File: src/rtl/pipe_reg_chain.sv
// ----------------------------------------------------------------------------
// pipe_reg_chain
//   Elastic pipeline register: DEPTH stages of WIDTH-bit data, each stage
//   carrying its own valid bit. Valid/ready handshake on both sides, a chain
//   enable that freezes everything, a synchronous flush of the valid bits and
//   a registered occupancy count. Bubbles collapse under downstream stalls,
//   so the chain holds up to DEPTH words and streams at one word per cycle.
//
// Parameters
//   WIDTH      data width in bits
//   DEPTH      number of register stages (1..16)
//   RESET_VAL  value loaded into every stage data register on reset
//
// Ports
//   clk        rising-edge clock
//   reset      synchronous, active-high reset (clears valids, loads RESET_VAL)
//   sel        chain enable; 0 freezes all state and masks both handshakes
//   flush      synchronous clear of all valid bits (only while sel=1)
//   in_valid   upstream data valid
//   in_ready   chain can accept in_data this cycle
//   in_data    upstream data
//   out_valid  last stage holds valid data
//   out_ready  downstream accepts out_data this cycle
//   out_data   data of the last stage (stage DEPTH-1)
//   count      number of valid stages, 0..DEPTH
// ----------------------------------------------------------------------------
module pipe_reg_chain #(
  parameter int unsigned      WIDTH     = 32,
  parameter int unsigned      DEPTH     = 3,
  parameter logic [WIDTH-1:0] RESET_VAL = '0
) (
  input  logic                       clk,
  input  logic                       reset,
  input  logic                       sel,
  input  logic                       flush,
  input  logic                       in_valid,
  output logic                       in_ready,
  input  logic [WIDTH-1:0]           in_data,
  output logic                       out_valid,
  input  logic                       out_ready,
  output logic [WIDTH-1:0]           out_data,
  output logic [$clog2(DEPTH+1)-1:0] count
);

  localparam int unsigned CW = $clog2(DEPTH + 1);

  if (DEPTH < 1 || DEPTH > 16) begin : g_bad_depth
    $error("pipe_reg_chain: DEPTH must be in 1..16");
  end

  logic [DEPTH-1:0] valid;
  logic [WIDTH-1:0] data [DEPTH];
  logic [DEPTH-1:0] adv;
  logic             active;
  logic             in_xfer;
  logic             out_xfer;

  // Ready ripples from the output back to stage 0 within a single process:
  // a stage may load when it is empty or when everything ahead of it moves.
  // This path depends only on valid[] and out_ready, never on in_valid.
  always_comb begin : adv_chain
    logic nxt;
    adv = '0;
    nxt = out_ready;
    for (int unsigned k = 0; k < DEPTH; k++) begin
      adv[DEPTH-1-k] = !valid[DEPTH-1-k] || nxt;
      nxt            = adv[DEPTH-1-k];
    end
  end

  // Both handshakes are masked while frozen or flushing.
  assign active    = sel && !flush;
  assign in_ready  = active && adv[0];
  assign out_valid = active && valid[DEPTH-1];
  assign out_data  = data[DEPTH-1];

  assign in_xfer   = in_valid && in_ready;
  assign out_xfer  = out_valid && out_ready;

  always_ff @(posedge clk) begin
    if (reset) begin
      valid <= '0;
      count <= '0;
      for (int unsigned k = 0; k < DEPTH; k++) begin
        data[k] <= RESET_VAL;
      end
    end else if (sel) begin
      if (flush) begin
        // Data registers deliberately keep their contents.
        valid <= '0;
        count <= '0;
      end else begin
        if (adv[0]) begin
          data[0]  <= in_data;
          valid[0] <= in_valid;
        end
        for (int unsigned k = 1; k < DEPTH; k++) begin
          if (adv[k]) begin
            data[k]  <= data[k-1];
            valid[k] <= valid[k-1];
          end
        end
        // Bubble collapsing never changes the popcount; only the two
        // handshakes do.
        count <= count + CW'(in_xfer) - CW'(out_xfer);
      end
    end
  end

endmodule

File: config.mk
export PLATFORM = sky130hd
export DESIGN_NAME = pipe_reg_chain
export DESIGN_NICKNAME = d
export VERILOG_FILES = /design/src/rtl/pipe_reg_chain.sv
export SDC_FILE = /design/constraint.sdc
export NUM_CORES = 1
export LEC_CHECK = 0
export ABC_CLOCK_PERIOD_IN_PS = 4000
export BUFFER_PORTS_ARGS = -buffer_cell sky130_fd_sc_hd__buf_2
export CORE_AREA = 2 2 90 92
export DETAILED_ROUTE_END_ITERATION = 8
export DIE_AREA = 0 0 92 94
export PLACE_DENSITY_LB_ADDON = 0.25
export SLEW_MARGIN = 20
export SYNTH_ARGS = -nofsm -noshare
export SYNTH_HDL_FRONTEND = slang
export SYNTH_SLANG_ARGS = --single-unit
File: constraint.sdc
create_clock -name clk -period 4 [get_ports clk]
set_input_delay 0.8 -clock clk [delete_from_list [all_inputs] [get_ports clk]]
set_output_delay 0.8 -clock clk [all_outputs]
set_load 0.02 [all_outputs]
==> reports/results.txt, run 1 <==
Clock Latency Late Sink = 0.35 ns
H-tree lvl count = 3
Worst slew pin tran = 0.9042 ns
Area of the multi-input gates = 842.1 sq um
Post-CTS Hold Fix Bufs = 0
Hpwl dp = 3152 microns
Slew Limit Fails = 0
WP data required = 3.20 ns
Pin count of the biggest net entering global routing = 97
Critical Path Max Stage Delay = 0.25 ns
Fillers = 618
Vias = 1,865
Reg2Reg Depth = 9
RR Endpoint = count[1]$_SDFFE_PP0P_
Post-synth ARST share = 0%
Chip height = 94 microns
P_leak = 1.842 nW
Critical path fanouts, max = 6
GRT Overall Usage = 13.17%
Slew HR = 39.56%
Area of the core = 7607 sq um
Setup TNS = 0 ns
Main synth FF type = edfxtp_1
RSZ-0062 raised after global routing = no
Clock buffer depth = 2
Die Width = 92 microns
Critical Path Most Common Cell = buf_2
Row count = 32
CTS tree = built
Busiest metal layer after global routing = met2
Initial antenna violation count = 0
Syn Std Cell Area = 4136 sq um
Diodes inserted = 0
Tmin final = 2.436 ns
Post-Synth XOR/XNOR Area = 0.2117%
Final Util = 59.59%
Setup CP Type = input port to primary output
Hold endpoint = data[0][78]$_SDFFCE_PN0P_
Final setup viols = 0
Peak supply drop = 0.0001647 V
Die area = 8648 sq um
Largest family of logic cells by synthesized area = simple AND/OR/NAND/NOR gates
Register area = 2983 sq um
Startpoint Class = input port
CTS root buf = clkbuf_8
Post-DR vias/cell = 4.409
Number of buffers created by CTS = 9
Grt total ovfl = 0
Starting Density = 54.37%
Netlist cell types = 27
Register area share after synthesis = 72.11%
Layout cell share with drive strength beyond 1 = 29.60%
Post-synth net total = 313
PD cells = 437.6 nW/um^2
Hold WC Path Type = flip-flop to flip-flop
CP cell instances = buf_2, nand2b_1, a21oi_1, buf_2
Layout area overhead = 9.589%
Number of synthesized register bits = 101
Synth Warn # = 0
Outcome = completed
Drt wl/cell = 12.07 microns
Worst Min Path Start = data[0][46]$_SDFFCE_PN0P_
Max-cap violations = 0
DRC = 0
Simple-Gate Fraction of Synth Area = 17.18%
Fmax = 0.4105 GHz
Final GP Congestion = 0.6921
CP arrival = 1.64 ns
Global-route wire length before repair = 8376 microns
CP max stage cell = nand2b_1
Crit Reg-Reg Startpoint = valid[2]$_SDFFE_PP0P_
FF-to-FF setup slack = 1.99 ns
Post-synth EDFFs = 96
Num ports = 74
Buffers on Ports = 73
Post-synthesis compound-gate area fraction = 2.087%
Iter 0 DRT Violations = 68
Mapped Cells = 273
Final Cycle Share = 60.90%
Postcts setup bufs = 0
Detail Route Antenna Nets = 0
Mux contribution to synthesized area = 0%
Hold Crit Depth = 1
Post-CTS resize count = 0
Post-Route WL = 5104 microns
Met3 Track Usage GR = 3.772%
NumNets Final = 356
GR Util met1 = 15.96%
Clock Skew = 0.01225 ns
Syn_area_per_cell = 15.15 sq um
Met2 global-route usage = 21.32%
Final Hold Viols = 0
Clock-pin slew on the worst setup and hold paths = 0.09 ns
TritonRoute pass-1 iters = 4
Crit. End Element = primary output
Adder-cell area share of the yosys netlist = 0.6050%
Number of global-route vias before repair = 1,796
CTS sink cnt = 101
-- how the worst max path moves through the flow --
stage	start	end	slack (ns)	cells after the start
2_1_floorplan	flush	data[0][32]$_SDFFCE_PN0P_	1.01	2
3_3_place_gp	flush	count[1]$_SDFFE_PP0P_	1.45	10
3_5_place_dp	flush	count[1]$_SDFFE_PP0P_	1.34	10
4_1_cts	flush	in_ready	1.55	4
5_1_grt	flush	in_ready	1.47	4
6_report	flush	in_ready	1.56	4
-- cell families (layout without fill, tap and decap cells) --
| kind of cell | count (synthesis) | in the layout |
|---|---|---|
| simple gates | 113 | 113 |
| flops | 101 | 101 |
| buf+inv | 44 | 92 |
| compound gates | 12 | 12 |
| fa+ha+maj | 2 | 2 |
| xor+xnor | 1 | 1 |
-- cell usage in the layout (no fill, tap or decap), drive strengths merged, types with 2 or more instances in the layout --
master  Yosys  layout
ha          2       2
buf        37      75
inv         1       3
clkbuf      6       9
a21oi       5       5
edfxtp     96      96
dfxtp       5       5
nand3b      2       2
and2       97      97
nand2b      3       3
nor2b       3       3
nor2        2       2
clkinv      0       3
-- routing by layer --
layer	vias to the layer above	share of wire, %
met5	-	0
met4	0	1.5
met3	8	4.7
met2	46	50
met1	821	44
li1	990	-
-- cell usage after synthesis, types with 2 or more instances --
library cell / number / area (sq um)
edfxtp_1: 96 / 2883
a21oi_1: 5 / 25.02
ha_1: 2 / 25.02
clkbuf_1: 6 / 22.52
nand3b_1: 2 / 15.01
and2_1: 97 / 606.8
dfxtp_1: 5 / 100.1
nor2_1: 2 / 7.510
nand2b_1: 3 / 18.77
buf_4: 32 / 240.2
buf_6: 5 / 56.30
nor2b_1: 3 / 18.77
-- area by class of cell --
type,instances,share of cell area [%]
Clock buffer,9,2.733
Clock inverter,7,1.601
Inverter,1,0.08280
Multi-Input combinational cell,128,18.58
Sequential cell,101,65.80
Tap cell,102,2.815
Timing Repair Buffer,75,8.391
-- through the flow --
step	cell area [sq um]	hold WS, ns	setup WS, ns	instances	power, W
after global placement	4337	0.5000	1.445	407	0.001385
after detailed placement	4337	0.5014	1.342	407	0.001389
after CTS	4533	0.5199	1.555	423	0.002010
final	4533	0.5175	1.564	423	0.001984
after floorplan	4136	0.4941	1.007	273	0.001363
after global routing	4533	0.5322	1.467	423	0.002065
-- registers in the layout, indices dropped and copies added (netlist names) --
name   count
count      2
data      96
valid      3
-- where the power goes --
group          switching, W  internal, W  leakage, nW
clock              0.000333     0.000291       0.0976
sequential        0.0000129      0.00123         1.05
combinational     0.0000780    0.0000432        0.692
total              0.000423      0.00156         1.84
-- worst max-delay path, delay by kind of cell --
family,cells,cell delay (ns)
buffers and inverters,2,0.34
AOI/OAI and AO/OA,1,0.25
and+or+nand+nor,1,0.25
No activity file was read; power rests on OpenSTA's default activity.
==> run 2: changes to the inputs <==
--- a/config.mk
+++ b/config.mk
@@ -5,11 +5,11 @@
 export SDC_FILE = /design/constraint.sdc
 export NUM_CORES = 1
 export LEC_CHECK = 0
-export ABC_CLOCK_PERIOD_IN_PS = 4000
+export ABC_CLOCK_PERIOD_IN_PS = 2130
 export BUFFER_PORTS_ARGS = -buffer_cell sky130_fd_sc_hd__buf_2
-export CORE_AREA = 2 2 90 92
+export CORE_AREA = 2 2 94 96
 export DETAILED_ROUTE_END_ITERATION = 8
-export DIE_AREA = 0 0 92 94
+export DIE_AREA = 0 0 96 98
 export PLACE_DENSITY_LB_ADDON = 0.25
 export SLEW_MARGIN = 20
 export SYNTH_ARGS = -nofsm -noshare
==> constraint.sdc (replaced) <==
create_clock -name clk -period 2.13 [get_ports clk]
set_input_delay 0.426 -clock clk [delete_from_list [all_inputs] [get_ports clk]]
set_output_delay 0.426 -clock clk [all_outputs]
set_load 0.02 [all_outputs]
==> run 2 against run 1 <==
Against the previous run: global-route usage down 0.28 points; non-clock buffer count up 6; design area up 1.4%; routed wire length up 9.4%; cell count up 2.8%; largest power group unchanged; sequential cell count unchanged; largest cell class unchanged; total power up 86%; worst setup slack worse by 1.3 ns; hold slack worse by 0.18 ns; sequential share of layout area down 0.93 points.
==> reports/results.txt, run 2 (synthesis gave the netlist of run 1 again) <==
GRT Overall Usage = 12.89%
Number of global-route vias before repair = 1,815
NumNets Final = 362
Postcts setup bufs = 0
TritonRoute pass-1 iters = 4
Startpoint Class = flip-flop
Commonest cells after routing, fill and taps aside = 97 x and2_1, 96 x edfxtp_1, 73 x buf_2
Die area = 9408 sq um
Register area = 2983 sq um
Slew Limit Fails = 0
WP data required = 2.42 ns
Clock buffer depth = 2
Final GP Congestion = 0.6971
Busiest metal layer after global routing = met2
Num ports = 74
CTS sink cnt = 101
Top reg by flops = data
Drt wl/cell = 12.84 microns
Clock Latency Late Sink = 0.36 ns
Global-route wire length before repair = 9004 microns
Layout cell share with drive strength beyond 1 = 31.50%
Reg2Reg Depth = 9
Setup CP Type = flip-flop to flip-flop
Setup TNS = 0 ns
Fillers = 721
CP cell instances = and3b_4, a21oi_2, nand2_1, ha_1, inv_1, ha_1, xnor2_1, or3_1, a31oi_1
Area of the multi-input gates = 845.8 sq um
Clock-pin slew on the worst setup and hold paths = 0.10 ns
Hold Crit Depth = 2
Max FFs per register = 96
Post-CTS resize count = 0
Diodes inserted = 0
Hpwl dp = 3459 microns
RSZ-0062 raised after global routing = no
Post-DR vias/cell = 4.485
CP arrival = 2.19 ns
Die Width = 96 microns
Row count = 34
Critical path fanouts, max = 5
P_leak = 1.878 nW
CP max stage cell = dfxtp_1
Buffers on Ports = 73
Fmax = 0.5269 GHz
Met2 global-route usage = 20.14%
Number of buffers created by CTS = 9
Outcome = completed
Crit. End Element = flip-flop
Tmin final = 1.898 ns
Slew HR = 48.11%
Iter 0 DRT Violations = 105
Detail Route Antenna Nets = 0
Critical Path Most Common Cell = ha_1
CTS tree = built
Final setup viols = 0
Peak supply drop = 0.0002999 V
Chip height = 98 microns
Grt total ovfl = 0
Area of the core = 8466 sq um
Post-CTS Hold Fix Bufs = 0
Largest registers = data (96), valid (3), count (2)
DRC = 0
Hold WC Path Type = input port to flip-flop
Vias = 1,951
Final Cycle Share = 89.11%
PD cells = 802.0 nW/um^2
CTS root buf = clkbuf_8
Clock Skew = 0.01301 ns
Pin count of the biggest net entering global routing = 64
Max-cap violations = 0
GR Util met1 = 16.77%
Final Util = 54.32%
Final Hold Viols = 0
H-tree lvl count = 3
Layout area overhead = 11.16%
Met3 Track Usage GR = 4.012%
Starting Density = 48.86%
Commonest non-fill, non-tap cell in the layout = and2_1
Critical Path Max Stage Delay = 0.35 ns
Worst slew pin tran = 0.7783 ns
Initial antenna violation count = 0
Post-Route WL = 5585 microns
==> run 2: critical path, delay by kind of cell (launching register included) <==
kind / cells / cell delay [ns]
buffers and inverters: 1 / 0.04
and+or+nand+nor: 3 / 0.59
xor gates and xnor gates: 1 / 0.13
DFF: 1 / 0.35
adders and majority gates: 2 / 0.45
AOI/OAI and AO/OA: 2 / 0.28
==> run 2: final timing paths <==
path                                  start                         to  slack, ns
setup / recovery      valid[2]$_SDFFE_PP0P_      count[1]$_SDFFE_PP0P_       0.23
hold / removal                        flush      valid[1]$_SDFFE_PP0P_       0.34
setup reg to reg      valid[2]$_SDFFE_PP0P_      count[1]$_SDFFE_PP0P_       0.23
hold reg to reg   data[0][33]$_SDFFCE_PN0P_  data[0][65]$_SDFFCE_PN0P_       0.52
==> run 2: stage by stage <==
step	setup WS [ns]	hold slack, ns	total power (W)	cell area, sq um	cells
6_report	0.2319	0.3353	0.003688	4598	435
5_1_grt	0.07707	0.3197	0.003856	4598	435
4_1_cts	0.2351	0.3187	0.003734	4598	435
3_5_place_dp	0.03865	0.5025	0.002624	4418	419
3_3_place_gp	0.1072	0.4997	0.002616	4418	419
2_1_floorplan	0.02848	0.4941	0.002559	4144	273
==> run 2: area by class of cell <==
type,instances,area share (%)
timing repair buffer,81,9.796
clock buffer,9,2.694
sequential,101,64.87
multi-input combinational,128,18.39
inverter,1,0.08163
tap,108,2.939
clock inverter,7,1.224
==> run 2: where the power goes <==
part           switching (W)  total [W]  internal [W]  leakage, nW
clock network       0.000674    0.00112      0.000442       0.0959
logic               0.000153   0.000245     0.0000929        0.730
registers          0.0000250    0.00233       0.00230         1.05
==> run 2: metal layers <==
layer  vias up  share of wire (%)  routed length [microns]
li1        998                  -                        -
met1       903                 45                     2496
met2        42                 49                     2732
met3         8                4.6                      258
met4         0                1.7                       97
met5         -                  0                        0
